**config.mk**
```make
export PLATFORM = sky130hd
export DESIGN_NAME = branch_ctrl_flat
export DESIGN_NICKNAME = d
export VERILOG_FILES = /design/src/rtl/branch_ctrl_if.sv /design/src/rtl/branch_ctrl.sv /design/src/flat_wrapper.sv
export SDC_FILE = /design/constraint.sdc
export NUM_CORES = 2
export LEC_CHECK = 0
export CAP_MARGIN = 15
export CORE_MARGIN = 10
export CORE_UTILIZATION = 40
export DETAILED_ROUTE_END_ITERATION = 8
export DONT_BUFFER_PORTS = 1
export PLACE_DENSITY_LB_ADDON = 0.25
export SETUP_SLACK_MARGIN = 0.2
export SLEW_MARGIN = 20
export SYNTH_ARGS = -nofsm -noshare
export SYNTH_HDL_FRONTEND = slang
export SYNTH_SLANG_ARGS = --single-unit
```
**constraint.sdc**
```tcl
create_clock -name clk -period 11.6 [get_ports clk]
set_input_delay 0.58 -clock clk [delete_from_list [all_inputs] [get_ports clk]]
set_output_delay 0.58 -clock clk [all_outputs]
set_load 0.05 [all_outputs]
```
**src/rtl/branch_ctrl_if.sv**
```systemverilog
// Pipeline-side bundle for the branch controller: IF lookup, EX resolution and statistics.
// The master drives fetch/execute information; the slave is the controller.
interface branch_ctrl_if #(
   parameter int CNT_W = 32
);
   logic              pred_en;
   logic [31:0]       if_pc;
   logic              pred_taken;
   logic [31:0]       pred_target;
   logic              ex_valid;
   logic              ex_stall;
   logic [2:0]        ex_br_type;
   logic              ex_br;
   logic [31:0]       ex_pc;
   logic [31:0]       ex_target;
   logic              ex_pred_taken;
   logic [31:0]       ex_pred_target;
   logic              redirect;
   logic [31:0]       redirect_pc;
   logic              flush_if_id;
   logic              flush_id_ex;
   logic [CNT_W-1:0]  br_cnt;
   logic [CNT_W-1:0]  mispred_cnt;

   modport master (
      output pred_en, if_pc, ex_valid, ex_stall, ex_br_type, ex_br, ex_pc,
             ex_target, ex_pred_taken, ex_pred_target,
      input  pred_taken, pred_target, redirect, redirect_pc, flush_if_id,
             flush_id_ex, br_cnt, mispred_cnt
   );

   modport slave (
      input  pred_en, if_pc, ex_valid, ex_stall, ex_br_type, ex_br, ex_pc,
             ex_target, ex_pred_taken, ex_pred_target,
      output pred_taken, pred_target, redirect, redirect_pc, flush_if_id,
             flush_id_ex, br_cnt, mispred_cnt
   );
endinterface

```
**src/rtl/branch_ctrl.sv**
```systemverilog
// Direct-mapped BTB with 2-bit counters: predicts in IF, resolves and trains in EX.
// Lookups read the pre-update table, so same-index IF/EX cycles see the old entry.
module branch_ctrl #(
   parameter int IDX_W = 4,
   parameter int CNT_W = 32
) (
   input logic           clk,
   input logic           rst,
   branch_ctrl_if.slave  bus
);
   localparam int ENTRIES = 1 << IDX_W;
   localparam int TAG_W   = 30 - IDX_W;

   logic              valid_q [ENTRIES];
   logic [TAG_W-1:0]  tag_q   [ENTRIES];
   logic [31:0]       tgt_q   [ENTRIES];
   logic [1:0]        ctr_q   [ENTRIES];
   logic [CNT_W-1:0]  br_cnt_q;
   logic [CNT_W-1:0]  mispred_cnt_q;

   logic [IDX_W-1:0]  if_idx;
   logic [TAG_W-1:0]  if_tag;
   logic              if_hit;
   logic [IDX_W-1:0]  ex_idx;
   logic [TAG_W-1:0]  ex_tag;
   logic              ex_hit;
   logic              is_branch;
   logic              res;
   logic              mis;
   logic              unused_pc_bits;

   assign unused_pc_bits = ^{bus.if_pc[1:0], bus.ex_pc[1:0]};

   assign if_idx = bus.if_pc[IDX_W+1:2];
   assign if_tag = bus.if_pc[31:IDX_W+2];
   assign if_hit = valid_q[if_idx] && (tag_q[if_idx] == if_tag);

   assign bus.pred_taken  = ~rst & bus.pred_en & if_hit & ctr_q[if_idx][1];
   assign bus.pred_target = bus.pred_taken ? tgt_q[if_idx] : bus.if_pc + 32'd4;

   assign ex_idx = bus.ex_pc[IDX_W+1:2];
   assign ex_tag = bus.ex_pc[31:IDX_W+2];
   assign ex_hit = valid_q[ex_idx] && (tag_q[ex_idx] == ex_tag);

   // Types 110/111 are reserved and behave exactly like "not a branch".
   assign is_branch = (bus.ex_br_type != 3'b000) && (bus.ex_br_type <= 3'b101);
   assign res = ~rst & bus.ex_valid & ~bus.ex_stall & is_branch;
   assign mis = res & ((bus.ex_br != bus.ex_pred_taken) |
                       (bus.ex_br & bus.ex_pred_taken & (bus.ex_target != bus.ex_pred_target)));

   assign bus.redirect    = mis;
   assign bus.flush_if_id = mis;
   assign bus.flush_id_ex = mis;
   assign bus.redirect_pc = bus.ex_br ? bus.ex_target : bus.ex_pc + 32'd4;
   assign bus.br_cnt      = br_cnt_q;
   assign bus.mispred_cnt = mispred_cnt_q;

   always_ff @(posedge clk) begin
      if (rst) begin
         for (int i = 0; i < ENTRIES; i++) begin
            valid_q[i] <= 1'b0;
            tag_q[i]   <= '0;
            tgt_q[i]   <= '0;
            ctr_q[i]   <= 2'b01;
         end
         br_cnt_q      <= '0;
         mispred_cnt_q <= '0;
      end else begin
         if (res) begin
            if (ex_hit) begin
               if (bus.ex_br) begin
                  if (ctr_q[ex_idx] != 2'b11) ctr_q[ex_idx] <= ctr_q[ex_idx] + 2'd1;
                  tgt_q[ex_idx] <= bus.ex_target;
               end else if (ctr_q[ex_idx] != 2'b00) begin
                  ctr_q[ex_idx] <= ctr_q[ex_idx] - 2'd1;
               end
            end else if (bus.ex_br) begin
               // A taken miss claims the slot, evicting any aliasing entry.
               valid_q[ex_idx] <= 1'b1;
               tag_q[ex_idx]   <= ex_tag;
               tgt_q[ex_idx]   <= bus.ex_target;
               ctr_q[ex_idx]   <= 2'b10;
            end
         end
         br_cnt_q      <= br_cnt_q + CNT_W'(res);
         mispred_cnt_q <= mispred_cnt_q + CNT_W'(mis);
      end
   end
endmodule
```
**src/flat_wrapper.sv**
```systemverilog
// flat-port wrapper written by rule: the top's interface ports become plain ports
module branch_ctrl_flat 
#(
   parameter int IDX_W = 4,
   parameter int CNT_W = 32
)
  (clk, rst, bus_pred_en, bus_if_pc, bus_ex_valid, bus_ex_stall, bus_ex_br_type, bus_ex_br, bus_ex_pc, bus_ex_target, bus_ex_pred_taken, bus_ex_pred_target, bus_pred_taken, bus_pred_target, bus_redirect, bus_redirect_pc, bus_flush_if_id, bus_flush_id_ex, bus_br_cnt, bus_mispred_cnt);
  branch_ctrl_if #(.CNT_W(CNT_W)) bus_i ();
  input logic clk;
  input logic rst;
  input wire logic [$bits(bus_i.pred_en)-1:0] bus_pred_en;
  input wire logic [$bits(bus_i.if_pc)-1:0] bus_if_pc;
  input wire logic [$bits(bus_i.ex_valid)-1:0] bus_ex_valid;
  input wire logic [$bits(bus_i.ex_stall)-1:0] bus_ex_stall;
  input wire logic [$bits(bus_i.ex_br_type)-1:0] bus_ex_br_type;
  input wire logic [$bits(bus_i.ex_br)-1:0] bus_ex_br;
  input wire logic [$bits(bus_i.ex_pc)-1:0] bus_ex_pc;
  input wire logic [$bits(bus_i.ex_target)-1:0] bus_ex_target;
  input wire logic [$bits(bus_i.ex_pred_taken)-1:0] bus_ex_pred_taken;
  input wire logic [$bits(bus_i.ex_pred_target)-1:0] bus_ex_pred_target;
  output wire logic [$bits(bus_i.pred_taken)-1:0] bus_pred_taken;
  output wire logic [$bits(bus_i.pred_target)-1:0] bus_pred_target;
  output wire logic [$bits(bus_i.redirect)-1:0] bus_redirect;
  output wire logic [$bits(bus_i.redirect_pc)-1:0] bus_redirect_pc;
  output wire logic [$bits(bus_i.flush_if_id)-1:0] bus_flush_if_id;
  output wire logic [$bits(bus_i.flush_id_ex)-1:0] bus_flush_id_ex;
  output wire logic [$bits(bus_i.br_cnt)-1:0] bus_br_cnt;
  output wire logic [$bits(bus_i.mispred_cnt)-1:0] bus_mispred_cnt;
  assign bus_i.pred_en = bus_pred_en;
  assign bus_i.if_pc = bus_if_pc;
  assign bus_i.ex_valid = bus_ex_valid;
  assign bus_i.ex_stall = bus_ex_stall;
  assign bus_i.ex_br_type = bus_ex_br_type;
  assign bus_i.ex_br = bus_ex_br;
  assign bus_i.ex_pc = bus_ex_pc;
  assign bus_i.ex_target = bus_ex_target;
  assign bus_i.ex_pred_taken = bus_ex_pred_taken;
  assign bus_i.ex_pred_target = bus_ex_pred_target;
  assign bus_pred_taken = bus_i.pred_taken;
  assign bus_pred_target = bus_i.pred_target;
  assign bus_redirect = bus_i.redirect;
  assign bus_redirect_pc = bus_i.redirect_pc;
  assign bus_flush_if_id = bus_i.flush_if_id;
  assign bus_flush_id_ex = bus_i.flush_id_ex;
  assign bus_br_cnt = bus_i.br_cnt;
  assign bus_mispred_cnt = bus_i.mispred_cnt;
  branch_ctrl #(.IDX_W(IDX_W), .CNT_W(CNT_W)) u_core (.clk(clk), .rst(rst), .bus(bus_i));
endmodule
```
==> results.md <==
- Total power per unit cell area: 150 mW/mm^2
- Initial core utilization: 40.4%
- Number of synthesis warnings: 0
- Total grt overflow: 0
- Clock-pin slew on the worst setup and hold paths: 0.06 ns
- Root buffer cell: clkbuf_16
- Dominant synthesized flop cell: edfxtp_1
- Die Wd: 385 um
- DRT iter0 DRCs: 4304
- Final hold violation count: 0
- Async set or reset register ratio after synthesis: 0%
- Data required time of the worst path: 11.02 ns
- Routability cong.: 0.842
- Core Rows: 133
- Synth Net Count: 3936
- Worst Setup Start Kind: input port
- Clock sink count: 1040
- WL per Instance: 33.2 um
- P&R area growth vs syn: 10.9%
- Kind of critical path: input port to output pin
- Mapped cell area: 0.0534 sq mm
- Slew HR: 22.0%
- Max Root-Sink Buffers: 3
- Die area: 0.148 sq mm
- Worst-skew pair later-pin latency: 0.79 ns
- Post-Syn Instances: 3788
- Htree depth: 3
- Clock buffers created by TritonCTS: 113
- Tightest Pin Transition: 1.16 ns
- Final worst path period share: 48.3%
- HPWL after DPL: 103000 um
- CTS tree: done
- Cell leakage power: 20.9 nW
- Pins over their slew limit: 0
- Core ar.: 0.132 sq mm
- RSZ-0062 raised after global routing: false
- Pre-antenna DRT Iters: 5
- Max Fclk: 179 MHz
- I/O Buffers: 0
- Final Skew: 0.0952 ns
- Max VDD drop: 0.124 mV
- Setup TNS: 0 ns
- Crit Path Max Fanout: 252
- Via density: 6.09
- GRT Total Usage: 24.2%
- Library cells used by synthesis: 63
- Boundary Pins: 270
- Final Critical Period: 5.60 ns
- Avg Cell Area, Syn: 14.1 sq um
- Status: finished clean
- Count of final setup violators: 0
- Initial antenna violation count: 7
- Max-cap violations: 0
- Largest net degree at the start of global routing: 253
- Vias in the first global route: 33300
- Net count, final: 3798
- Via count: 33500
- # DRC: 0
- Worst reg2reg path depth: 10
- Number of synthesized flops with an enable pin: 960
- First-pass GRT wire length: 258000 um
- FF+latch count, synth: 1040
- Final hold slack: 0.0318 ns
- Crit. End Element: output pin
- Post-route ant nets: 0
- Sequential element share of the synthesized area: 57.0%
- Share of post-route cells with drive strength above 1: 19.5%
- Final wirelength: 183000 um
- Worst Hold Path Cells: 1
- Worst Path Arrival: 5.02 ns
- Worst min path class: input port to register
- Post-CTS resize count: 0
- DIE HEIGHT: 385 um
## critical path, stage by stage
cell,delay (ns)
mux4_2,0.79
nor2b_1,0.15
a211oi_1,0.42
a21oi_1,0.26
xor2_1,0.36
or4b_1,0.66
nor4_4,0.31
buf_4,0.38
mux2_2,0.59
## Yosys cell counts, types with 17 or more instances
cell	instances	share of area, %
or2_2	17	0.20
nand4_1	38	0.45
dfxtp_1	80	3.0
buf_6	23	0.49
o21ai_0	65	0.61
mux2_2	46	0.97
mux2i_1	108	2.0
edfxtp_1	960	54
nor2_1	122	0.86
buf_1	26	0.18
mux4_2	367	15
buf_2	29	0.27
nand2_1	118	0.83
nor2b_1	25	0.29
and2_1	572	6.7
xnor2_1	119	2.0
nand3_1	61	0.57
xor2_1	74	1.2
a21oi_1	33	0.31
a21o_1	17	0.24
and3_1	355	4.2
nor3_1	78	0.73
clkbuf_1	290	2.0
## where the power goes
part	internal (mW)	switching (mW)	leakage (nW)	total, mW
clock network	2.11	1.61	1.84	3.72
logic	0.344	0.466	9.35	0.810
registers	4.26	0.0660	9.72	4.33
total	6.72	2.14	20.9	8.86
## sequential cells by signal, indices dropped and copies added (netlist names)
name / flops
u_core.tgt_q: 512
u_core.tag_q: 416
u_core.bus.br_cnt: 32
u_core.bus.mispred_cnt: 32
u_core.ctr_q: 32
u_core.valid_q: 16
## layer usage
layer | wire [um] | global-route usage, % | up-vias
met5 | 0 | 0 | -
met4 | 5290 | 7.34 | 0
met3 | 20100 | 6.56 | 266
met2 | 84500 | 38.0 | 1704
met1 | 73200 | 32.7 | 17500
li1 | - | - | 14100
## timing repair
action / CTS / global route
hold buffers: 48 / 0
buffers inserted: 0 / 0
hold endpoints to repair: 519 / 0
## stage by stage
stage                     area [sq um]  power [mW]  utilization [%]  instances  worst slack, ns
after detailed placement         54900        5.17             41.6       5242             5.96
final                            59200        8.86             44.9       5508             6.00
after global placement           54900        5.16             41.6       5242             6.03
after CTS                        59200        8.89             44.8       5501             6.31
after floorplan                  53400        5.00                -       3788             6.13
after global routing             59200        9.08             44.8       5501             6.07
## path summary, 6_finish.rpt
path | startpoint | endpoint | slack [ns]
hold reg to reg | u_core.valid_q[9]$_DFF_P_ | u_core.valid_q[9]$_DFF_P_ | 0.49
setup / recovery | bus_if_pc[2] | bus_pred_target[31] | 6.00
hold / removal | bus_ex_pc[6] | u_core.tag_q[9][0]$_SDFFCE_PN0P_ | 0.03
setup reg to reg | u_core.tag_q[13][22]$_SDFFCE_PN0P_ | u_core.ctr_q[3][0]$_SDFFCE_PN1P_ | 6.40
## cell families after synthesis
| group | after synthesis | synth area share (%) |
|---|---|---|
| flops | 1040 | 57.0 |
| xor+xnor | 193 | 3.17 |
| buf+inv | 393 | 3.24 |
| mux | 522 | 18.5 |
| compound gates | 186 | 2.23 |
| simple gates | 1444 | 15.6 |
| fa+ha+maj | 10 | 0.234 |
## cell usage in the layout, fill, tap and decap left out, drive strengths merged, types with 61 or more instances in the layout
cell / synthesis / layout
xnor2: 119 / 119
buf: 88 / 78
nor3: 78 / 78
and2: 573 / 573
o21ai: 65 / 65
mux2i: 108 / 108
and3: 355 / 355
clkbuf: 290 / 143
edfxtp: 960 / 960
nand3: 61 / 61
xor2: 74 / 74
nand2: 118 / 118
nor2: 122 / 122
mux4: 367 / 367
dfxtp: 80 / 80
## area by class of cell
class | count | area, sq um
fillers | 11600 | 72800
flip-flops and latches | 1040 | 30400
multi-input cells | 2355 | 21600
clock buffers | 143 | 3010
well taps | 1755 | 2200
repair buffers | 125 | 1100
clock inverters | 68 | 786
inverters | 15 | 56.3
diodes | 7 | 17.5
Power figures use the tool's default switching activity.
